===== config.mk =====
export PLATFORM = sky130hd
export DESIGN_NAME = m_button_input
export DESIGN_NICKNAME = d
export VERILOG_FILES = /design/src/rtl/m_button_input.sv
export SDC_FILE = /design/constraint.sdc
export NUM_CORES = 1
export LEC_CHECK = 0
export ABC_AREA = 1
export CAP_MARGIN = 20
export CORE_MARGIN = 2
export CORE_UTILIZATION = 50
export DETAILED_ROUTE_END_ITERATION = 10
export HOLD_SLACK_MARGIN = 0.12
export PLACE_DENSITY = 0.71
export SYNTH_ARGS = -nofsm -noshare
export SYNTH_HDL_FRONTEND = slang
export SYNTH_SLANG_ARGS = --single-unit
export TNS_END_PERCENT = 5

===== constraint.sdc =====
create_clock -name w_clk -period 5.1 [get_ports w_clk]
set_clock_uncertainty 0.2 [all_clocks]
set_input_delay 1.02 -clock w_clk [delete_from_list [all_inputs] [get_ports w_clk]]
set_output_delay 1.02 -clock w_clk [all_outputs]
set_load 0.01 [all_outputs]

===== src/rtl/m_button_input.sv =====
// m_button_input: turns the three raw board buttons (INC, DEC, OK) into clean
// single-cycle one-hot command pulses for the Connect-Four play controller.
// Pipeline: 2-FF synchronizer -> per-button debounce -> press-edge detect ->
// priority/ownership FSM with auto-repeat for INC/DEC -> registered output.
//
// Interface semantics: o_user_input is a valid-only pulse stream. A nonzero
// one-hot value is a command that is valid for exactly the cycle it is shown;
// there is no ready and the consumer cannot stall it. 4'b0000 means no command.
module m_button_input #(
    parameter int unsigned DEBOUNCE_CYCLES = 1_000_000,
    parameter int unsigned REPEAT_DELAY    = 50_000_000,
    parameter int unsigned REPEAT_PERIOD   = 15_000_000,
    parameter int unsigned CNT_W           = 26
) (
    input  logic       w_clk,
    input  logic       w_rst,
    input  logic [2:0] i_btn,
    output logic [3:0] o_user_input,
    output logic [2:0] o_btn_level,
    output logic [1:0] o_dbg_state
);

    typedef enum logic [1:0] {
        ST_IDLE   = 2'd0,
        ST_HOLD   = 2'd1,
        ST_REPEAT = 2'd2
    } state_t;

    // Terminal counts are "value minus one" because a counter that starts at 0
    // on the event edge fires on the edge where it already holds N-1.
    localparam logic [CNT_W-1:0] DB_LAST  = CNT_W'(DEBOUNCE_CYCLES - 32'd1);
    localparam logic [CNT_W-1:0] RD_LAST  = CNT_W'((REPEAT_DELAY == 0) ? 32'd0 : REPEAT_DELAY - 32'd1);
    localparam logic [CNT_W-1:0] RP_LAST  = CNT_W'(REPEAT_PERIOD - 32'd1);
    localparam logic [CNT_W-1:0] CNT_ONE  = {{(CNT_W-1){1'b0}}, 1'b1};
    localparam bit               REPEAT_EN = (REPEAT_DELAY != 0);

    logic [2:0]       sync1;
    logic [2:0]       s;
    logic [2:0]       lvl;
    logic [2:0]       lvl_d;
    logic [CNT_W-1:0] db_cnt [3];

    logic [2:0]       press;
    logic [2:0]       win;

    state_t           state, state_n;
    logic [2:0]       owner, owner_n;
    logic [CNT_W-1:0] rcnt, rcnt_n;
    logic [2:0]       pulse_q, pulse_n;

    // Two-flop synchronizer for the asynchronous button pins.
    always_ff @(posedge w_clk) begin
        if (w_rst) begin
            sync1 <= '0;
            s     <= '0;
        end else begin
            sync1 <= i_btn;
            s     <= sync1;
        end
    end

    // Debounce: the level flips only after DEBOUNCE_CYCLES consecutive
    // disagreeing samples; any agreeing sample clears the run counter.
    always_ff @(posedge w_clk) begin
        if (w_rst) begin
            lvl <= '0;
            for (int i = 0; i < 3; i++) db_cnt[i] <= '0;
        end else begin
            for (int i = 0; i < 3; i++) begin
                if (s[i] == lvl[i]) begin
                    db_cnt[i] <= '0;
                end else if (db_cnt[i] == DB_LAST) begin
                    lvl[i]    <= s[i];
                    db_cnt[i] <= '0;
                end else begin
                    db_cnt[i] <= db_cnt[i] + CNT_ONE;
                end
            end
        end
    end

    // Delayed copy of the debounced level for rising-edge (press) detection.
    always_ff @(posedge w_clk) begin
        if (w_rst) lvl_d <= '0;
        else       lvl_d <= lvl;
    end

    // Press events and their priority winner: OK > DEC > INC.
    always_comb begin
        press = lvl & ~lvl_d;
        win   = 3'b000;
        if (press[2])      win = 3'b100;
        else if (press[1]) win = 3'b010;
        else if (press[0]) win = 3'b001;
    end

    // FSM state, owner, repeat counter and output pulse registers.
    always_ff @(posedge w_clk) begin
        if (w_rst) begin
            state   <= ST_IDLE;
            owner   <= '0;
            rcnt    <= '0;
            pulse_q <= '0;
        end else begin
            state   <= state_n;
            owner   <= owner_n;
            rcnt    <= rcnt_n;
            pulse_q <= pulse_n;
        end
    end

    // Next-state logic. A new press always wins; then the owner's release;
    // only then the repeat timers. Release beating repeat guarantees no
    // repeat pulse appears once the owner's level has fallen.
    always_comb begin
        state_n = state;
        owner_n = owner;
        rcnt_n  = rcnt;
        pulse_n = 3'b000;
        if (|press) begin
            pulse_n = win;
            owner_n = win;
            rcnt_n  = '0;
            state_n = (win[2] || !REPEAT_EN) ? ST_IDLE : ST_HOLD;
        end else if ((state != ST_IDLE) && !(|(owner & lvl))) begin
            state_n = ST_IDLE;
            owner_n = '0;
            rcnt_n  = '0;
        end else begin
            case (state)
                ST_HOLD: begin
                    if (rcnt == RD_LAST) begin
                        pulse_n = owner;
                        state_n = ST_REPEAT;
                        rcnt_n  = '0;
                    end else begin
                        rcnt_n = rcnt + CNT_ONE;
                    end
                end
                ST_REPEAT: begin
                    if (rcnt == RP_LAST) begin
                        pulse_n = owner;
                        rcnt_n  = '0;
                    end else begin
                        rcnt_n = rcnt + CNT_ONE;
                    end
                end
                default: begin
                    rcnt_n = '0;
                end
            endcase
        end
    end

    assign o_user_input = {1'b0, pulse_q};
    assign o_btn_level  = lvl;
    assign o_dbg_state  = state;

endmodule


Yosys cells after proc, flatten, opt, wreduce, memory -nomap -nowiden

Memory sizes are Yosys's and may differ from the RTL's.
Cells that the tools add are included.

Register bits after elaboration: 46
Bits in writable memories: 78
Bits of input ports: 5
Output and inout bits: 9
Logic and storage cells: 115
Memories: 1

Memories:

| memory | depth | bits a word | read ports | clocked after memory_dff | write ports | line | text |
|---|---|---|---|---|---|---|---|
| db_cnt | 3     | 26          | 3          | 0                        | 3           | 41   | `logic [CNT_W-1:0] db_cnt [3];` |

Add/subtract/negate cells: 4
Equal/unequal tests: 10
Mux-type cells: 62
Bitwise operators: 15
Reductions and logical operators: 13

Operators with widths:

| kind                                            | count |
|---|---|
| two-way mux 26 bit                              | 11 |
| adder 26 x 1 -> 26 bit, second input constant   | 4 |
| == test 26 x 20 -> 1 bit, second input constant | 3 |
| one-hot mux 26 bit (2 select lines)             | 1 |
| two-way mux 1 bit                               | 37 |
| == test 26 x 24 -> 1 bit, second input constant | 1 |
| == test 26 bit, second input constant           | 1 |
| two-way mux 3 bit                               | 7 |
| two-way mux 2 bit                               | 5 |
| OR 1 bit                                        | 9 |
| AND reduction 2 bit                             | 4 |
| bitwise AND 3 bit                               | 2 |
| one-hot mux 3 bit (2 select lines)              | 1 |
| nonzero test 3 bit                              | 2 |
| OR reduction 3 bit                              | 2 |
| OR reduction 5 bit                              | 1 |
| nonzero test 2 bit                              | 2 |
| == test 1 bit                                   | 3 |
| inverter 1 bit                                  | 3 |
| inverter 3 bit                                  | 1 |
| == test 2 x 1 -> 1 bit, second input constant   | 1 |
| == test 2 bit, second input constant            | 1 |
| logical AND 1 bit                               | 1 |
| zero test 1 bit                                 | 1 |

Logic depth before layout (Yosys ltp)

Gate-level depths: netlist of the first run.
An unclocked memory read counts as a cell.

Depth after elaboration: 8
Mapped depth: 11
Mapped depth without buffers: 10

Worst setup path before layout of the first run

Ideal clock, no wire load.

Path type: input port to flip-flop
Start point: in w_rst
End point: mem db_cnt[0][6], data pin
Setup time: 146 ps
Arrival: 1877 ps
Required time: 4754 ps
Path slack: 2877 ps
Stages on the path: 6
Path buffers: 1
Cells stage by stage: inv_1 o21ai_0 a21oi_1 nand2_4 buf_6 a21oi_1

RTL lines:

| element         | line | text |
|---|---|---|
| start, declared | 16   | `input logic w_rst,` |
| end, declared   | 41   |  |

==> flow_summary.toml, run 1 <==
[outcome]
run_status = "finished, final reports clean"

[finish]
fillers = 1342
utilization = 0.595
antenna_cells = 0
drive_gt1_frac = 0.0690
fin_area_um2 = 8330
syn_to_final_growth_pct = 15.3
nets = 1100

[route]
firstDrtPassIters = 5
postRouteAntennaNets = 0
drt_first_iter_violations = 398
routed_wl_um = 14300
via_count = 6067
wire_per_inst_um = 11.1
drc_errors = 0
via_per_inst = 4.74

[global_routing]
grtUsageMet1 = 0.272
grt_pass1_vias = 5631
grtUsageTotal = 0.205
antenna_found_initial = 0
gr-usage-met3 = 0.0389
grt_max_degree = 27
gr-usage-met2 = 0.327
grt_overflow_total = 0
grt_pass1_wl_um = 24900
busiest_layer = "met2"

[timing]
fmax_mhz = 347
hold_viol_final = 0
setup-violations-final = 0
tns_ns = 0
slew_viol_final = 0
rsz0062_at_grt = "no"
max_slew.worst_pin.slew_ns = 0.557
maxSlewHeadroom = 0.626
fin_crit_sh = 0.566
fin_crit_ns = 2.88
holdWs_ns = 0.203
setup_ws_ns = 2.22

[synth]
synthFlopType = "edfxtp_1"
yosysWarnings = 0
synth-seq-cells = 124
synth_top_area_frac = 0.324
yosysTopAreaCell = "edfxtp_1"
synth.most_common_cell = "nand2_1"
synthTopCellsByArea = "edfxtp_1, nand2_1, dfxtp_1"
synthArstFlopShare = 0
ys_seq_area_frac = 0.452
synth.avg_cell_area_um2 = 7.29
synth_cells = 990
yosys.cell_types.count = 34
syn_area_um2 = 7220
synth_edf_count = 78
synth_common_cells = "nand2_1, nor2_1, inv_1, edfxtp_1, nand3_1"

[critical_path]
cp.required_ns = 5.15
crit_path_end_kind = "flop"
path_max_fanout = 24
critPathLaunchType = "input pin"
critPathArrivalTime_ns = 2.94
crit_type = "in2reg"
r2r_end = "db_cnt[2][17]$_SDFFCE_PN0P_"
r2r_setup_slack_ns = 2.89
r2r-start = "db_cnt[2][0]$_SDFFCE_PN0P_"
r2r_cells = 8

[cts]
clock_latency_ns = 0.42
numCtsBuffers = 17
cts-root-buf = "clkbuf_16"
cts_setup_buffers = 0
cts_tree = "built"
clk_path_buf_depth = 2
clk_pin_slew_worst_paths_ns = 0.06
h-tree-depth = 4
cts_sinks = 124
ctsResizeCount = 0
hold_buffers = 0

[worst_hold_path]
hold-path-cell-count = 2
hold_end = "s[2]$_SDFF_PP0_"
hp-class = "reg2reg"
worstHoldStart = "sync1[2]$_SDFF_PP0_"

[power]
p_per_area_nw_per_um2 = 284
peakVddDrop_v = 0.000199
leakage_nw = 3.24

[die]
num_rows = 43
num_io_pins = 14
fp.dieArea_um2 = 15400
core_area_um2 = 14000
die_w_um = 124
start_util = 0.516
die_y_um = 124

[job]
maxCapViolations = 0

[place]
gp_congestion = 0.889
dp_hpwl_um = 10600
place_area_um2 = 7750
io_buffers = 12
place_ws_ns = 1.77
final cells by class:
cell class | instances | area, µm² | area share
Clock buffer | 23 | 522 | 0.0626
Clock inverter | 9 | 53.8 | 0.00646
Inverter | 121 | 454 | 0.0545
Multi-Input combinational cell | 812 | 3690 | 0.443
Sequential cell | 124 | 3260 | 0.392
Tap cell | 180 | 225 | 0.0270
Timing Repair Buffer | 12 | 120 | 0.0144
placed cells by master (no fill, tap or decap), drive strengths merged, types with 3 or more instances in the layout:
cell and count:
clkdlybuf4s50 12, or2 6, o21ai 18, nor3 18, edfxtp 78, nand3 69
ha 7, clkbuf 23, nor2 243, dfxtp 46, nand2 280, o21bai 3
clkinv 6, xnor2 11, nand3b 4, conb 79, a21oi 34, inv 123
nand4 12, xor2 25
sequential cells by signal, summed over array words and instances (netlist names):
| register | count |
|---|---|
| pulse_q | 3 |
| lvl_d | 3 |
| o_btn_level | 3 |
| o_dbg_state | 2 |
| rcnt | 26 |
| sync1 | 3 |
| owner | 3 |
| s | 3 |
| db_cnt | 78 |
cell families (layout without fill, tap and decap cells):
group           Yosys count  in the layout  share of synthesized area
simple gates            634            634                      0.374
fa+ha+maj                 7              7                     0.0121
buf+inv                 131            165                     0.0771
flops                   124            124                      0.452
xor+xnor                 36             36                     0.0437
compound gates           56             56                     0.0404
other cells               2             79                    0.00104
worst max path at each step:
stage,startpoint,to,slack [ns],cells after the start
after CTS,w_rst,db_cnt[1][23]$_SDFFCE_PN0P_,2.20,6
after detailed placement,w_rst,db_cnt[1][23]$_SDFFCE_PN0P_,1.77,6
after global placement,w_rst,db_cnt[1][2]$_SDFFCE_PN0P_,1.86,6
after global routing,w_rst,db_cnt[1][14]$_SDFFCE_PN0P_,1.94,6
final,w_rst,db_cnt[1][23]$_SDFFCE_PN0P_,2.22,6
after floorplan,w_rst,db_cnt[0][6]$_SDFFCE_PN0P_,2.88,6
through the flow:
step                      total power [W]  std cells
after floorplan                   0.00120       1067
after global placement            0.00122       1249
after detailed placement          0.00122       1249
after CTS                         0.00238       1281
after global routing              0.00244       1281
final                             0.00236       1281
metal layers:
| layer | wire length, µm | vias up |
|---|---|---|
| met5 | 0 | - |
| met4 | 256 | 0 |
| met3 | 408 | 18 |
| met2 | 6490 | 76 |
| met1 | 7120 | 2710 |
| li1 | - | 3263 |
worst max-delay path: stages:
cell and delay [ns]:
clkdlybuf4s50_1 0.61, inv_1 0.32, o21ai_0 0.13, a21oi_1 0.25, nand2_2 0.35, a21oi_1 0.26
report_power, final:
part           switching [W]  internal, W
clock network       0.000445     0.000717
logic              0.0000512    0.0000244
registers          0.0000294      0.00109
total               0.000526      0.00184
Power figures use the tool's default switching activity.
==> inputs of run 2 (changes only) <==
==> constraint.sdc (replaced) <==
create_clock -name w_clk -period 2.7 [get_ports w_clk]
set_clock_uncertainty 0.2 [all_clocks]
set_input_delay 0.54 -clock w_clk [delete_from_list [all_inputs] [get_ports w_clk]]
set_output_delay 0.54 -clock w_clk [all_outputs]
set_load 0.01 [all_outputs]
==> flow_summary.toml, run 2 (synthesis gave the netlist of run 1 again) <==
[power]
pwr-share-seq = 0.468
p_per_area_nw_per_um2 = 542
clkPwrFrac = 0.500
switching_share = 0.226
p_int_w = 0.00352
pwr-share-comb = 0.032
total_power_w = 0.00454
peakVddDrop_v = 0.000502
leakage_nw = 3.26
net-switching-power_w = 0.00103

[finish]
drive_gt1_frac = 0.0725
final_common_cell = "nand2_1"
antenna_cells = 0
nets = 1102
fillers = 1307
regMostFlops = "db_cnt"
fin_cells = 1283
largest_reg_flops = 78
multi_input_area_um2 = 3690
largest_registers = "db_cnt x78, rcnt x26"
fin_area_um2 = 8380
final_cell_mix = "nand2_1, nor2_1, inv_1"
regArea_um2 = 3260
syn_to_final_growth_pct = 16.0

[timing]
fin_crit_ns = 2.23
rsz0062_at_grt = "no"
fmax_mhz = 449
max_slew.worst_pin.slew_ns = 0.622
maxSlewHeadroom = 0.582
setup-violations-final = 0
slew_viol_final = 0
tns_ns = 0
hold_viol_final = 0
holdWs_ns = 0.205
fin_crit_sh = 0.825

[cts]
h-tree-depth = 4
ctsResizeCount = 0
hold_buffers = 0
clk_path_buf_depth = 2
cts_tree = "built"
clk_pin_slew_worst_paths_ns = 0.06
numCtsBuffers = 17
cts-root-buf = "clkbuf_16"
cts_sinks = 124
clock_latency_ns = 0.43
cts_setup_buffers = 0

[critical_path]
path_max_fanout = 6
slowest_stage = "clkdlybuf4s50_1"
crit_path_end_kind = "output port"
path_delay_family = "buffers and inverters"
cp.required_ns = 1.96
r2r_setup_slack_ns = 0.54
crit_type = "reg2out"
critPathArrivalTime_ns = 1.49
crit_chain = "clkdlybuf4s50_1"
cp_num_buf_inv = 1
critPathLaunchType = "flop"
max_stage_delay_ns = 0.60

[place]
placed_cells = 1251
gp_congestion = 0.889
place_area_um2 = 7780
dp_hpwl_um = 10600
io_buffers = 12

[die]
core_area_um2 = 14000
num_io_pins = 14
die_y_um = 124
fp.dieArea_um2 = 15400
die_w_um = 124
start_util = 0.516
num_rows = 43

[global_routing]
grtUsageTotal = 0.208
grt_overflow_total = 0
antenna_found_initial = 0
grt_max_degree = 27
grt_pass1_wl_um = 25500
grt_pass1_vias = 5762

[route]
via_per_inst = 4.82
firstDrtPassIters = 5
drc_errors = 0
routed_wl_um = 14700
via_count = 6190
postRouteAntennaNets = 0
wire_per_inst_um = 11.4
drt_first_iter_violations = 466

[job]
maxCapViolations = 0

[outcome]
run_status = "finished, final reports clean"

[worst_hold_path]
hp-class = "reg2reg"
==> run 2: changes by cell type in the layout (fill, tap and decap cells not counted), moves of 2 or more <==
cell and delta:
clkbuf_1 -2, clkinv_4 +2, inv_4 +2, clkinv_2 -3
==> run 2: final cells by class <==
class                           count  share of cell area
Clock buffer                       20              0.0584
Clock inverter                     12              0.0127
Inverter                          121              0.0542
Multi-Input combinational cell    812               0.441
Sequential cell                   124               0.390
Tap cell                          180              0.0269
Timing Repair Buffer               14              0.0176
==> run 2: power by group through the flow <==
stage	registers, W	clock network, W	logic [W]
2_1_floorplan	0.00215	0	0.000118
3_3_place_gp	0.00216	0	0.000141
3_5_place_dp	0.00216	0	0.000141
4_1_cts	0.00212	0.00231	0.000143
5_1_grt	0.00213	0.00239	0.000172
6_report	0.00212	0.00227	0.000146
==> run 2: stage by stage <==
stage | util | setup slack, ns
final | 0.599 | 0.472
after global routing | 0.599 | 0.316
after CTS | 0.599 | 0.461
after detailed placement | 0.556 | 0.129
after global placement | 0.556 | 0.163
after floorplan | - | 0.846
==> run 2: worst paths after layout <==
kind / from / to / cells past startpoint
setup / recovery: o_btn_level[0]$_SDFFE_PP0P_ / o_btn_level[0] / 1
hold / removal: sync1[2]$_SDFF_PP0_ / s[2]$_SDFF_PP0_ / 2
setup reg to reg: db_cnt[2][0]$_SDFFCE_PN0P_ / db_cnt[2][6]$_SDFFCE_PN0P_ / 9
hold reg to reg: sync1[2]$_SDFF_PP0_ / s[2]$_SDFF_PP0_ / 2
==> run 2: per-layer routing <==
| layer | GRT usage | vias up | wire length, µm |
|---|---|---|---|
| met5 | 0 | - | 0 |
| met4 | 0.0751 | 0 | 312 |
| met3 | 0.0522 | 29 | 626 |
| met2 | 0.342 | 132 | 6770 |
| met1 | 0.265 | 2767 | 6970 |
| li1 | - | 3262 | - |
==> run 2: worst min-delay path, cell delays in order, from the launching register on <==
cell	delay [ns]
dfxtp_1	0.29
inv_1	0.04
nor2_1	0.03
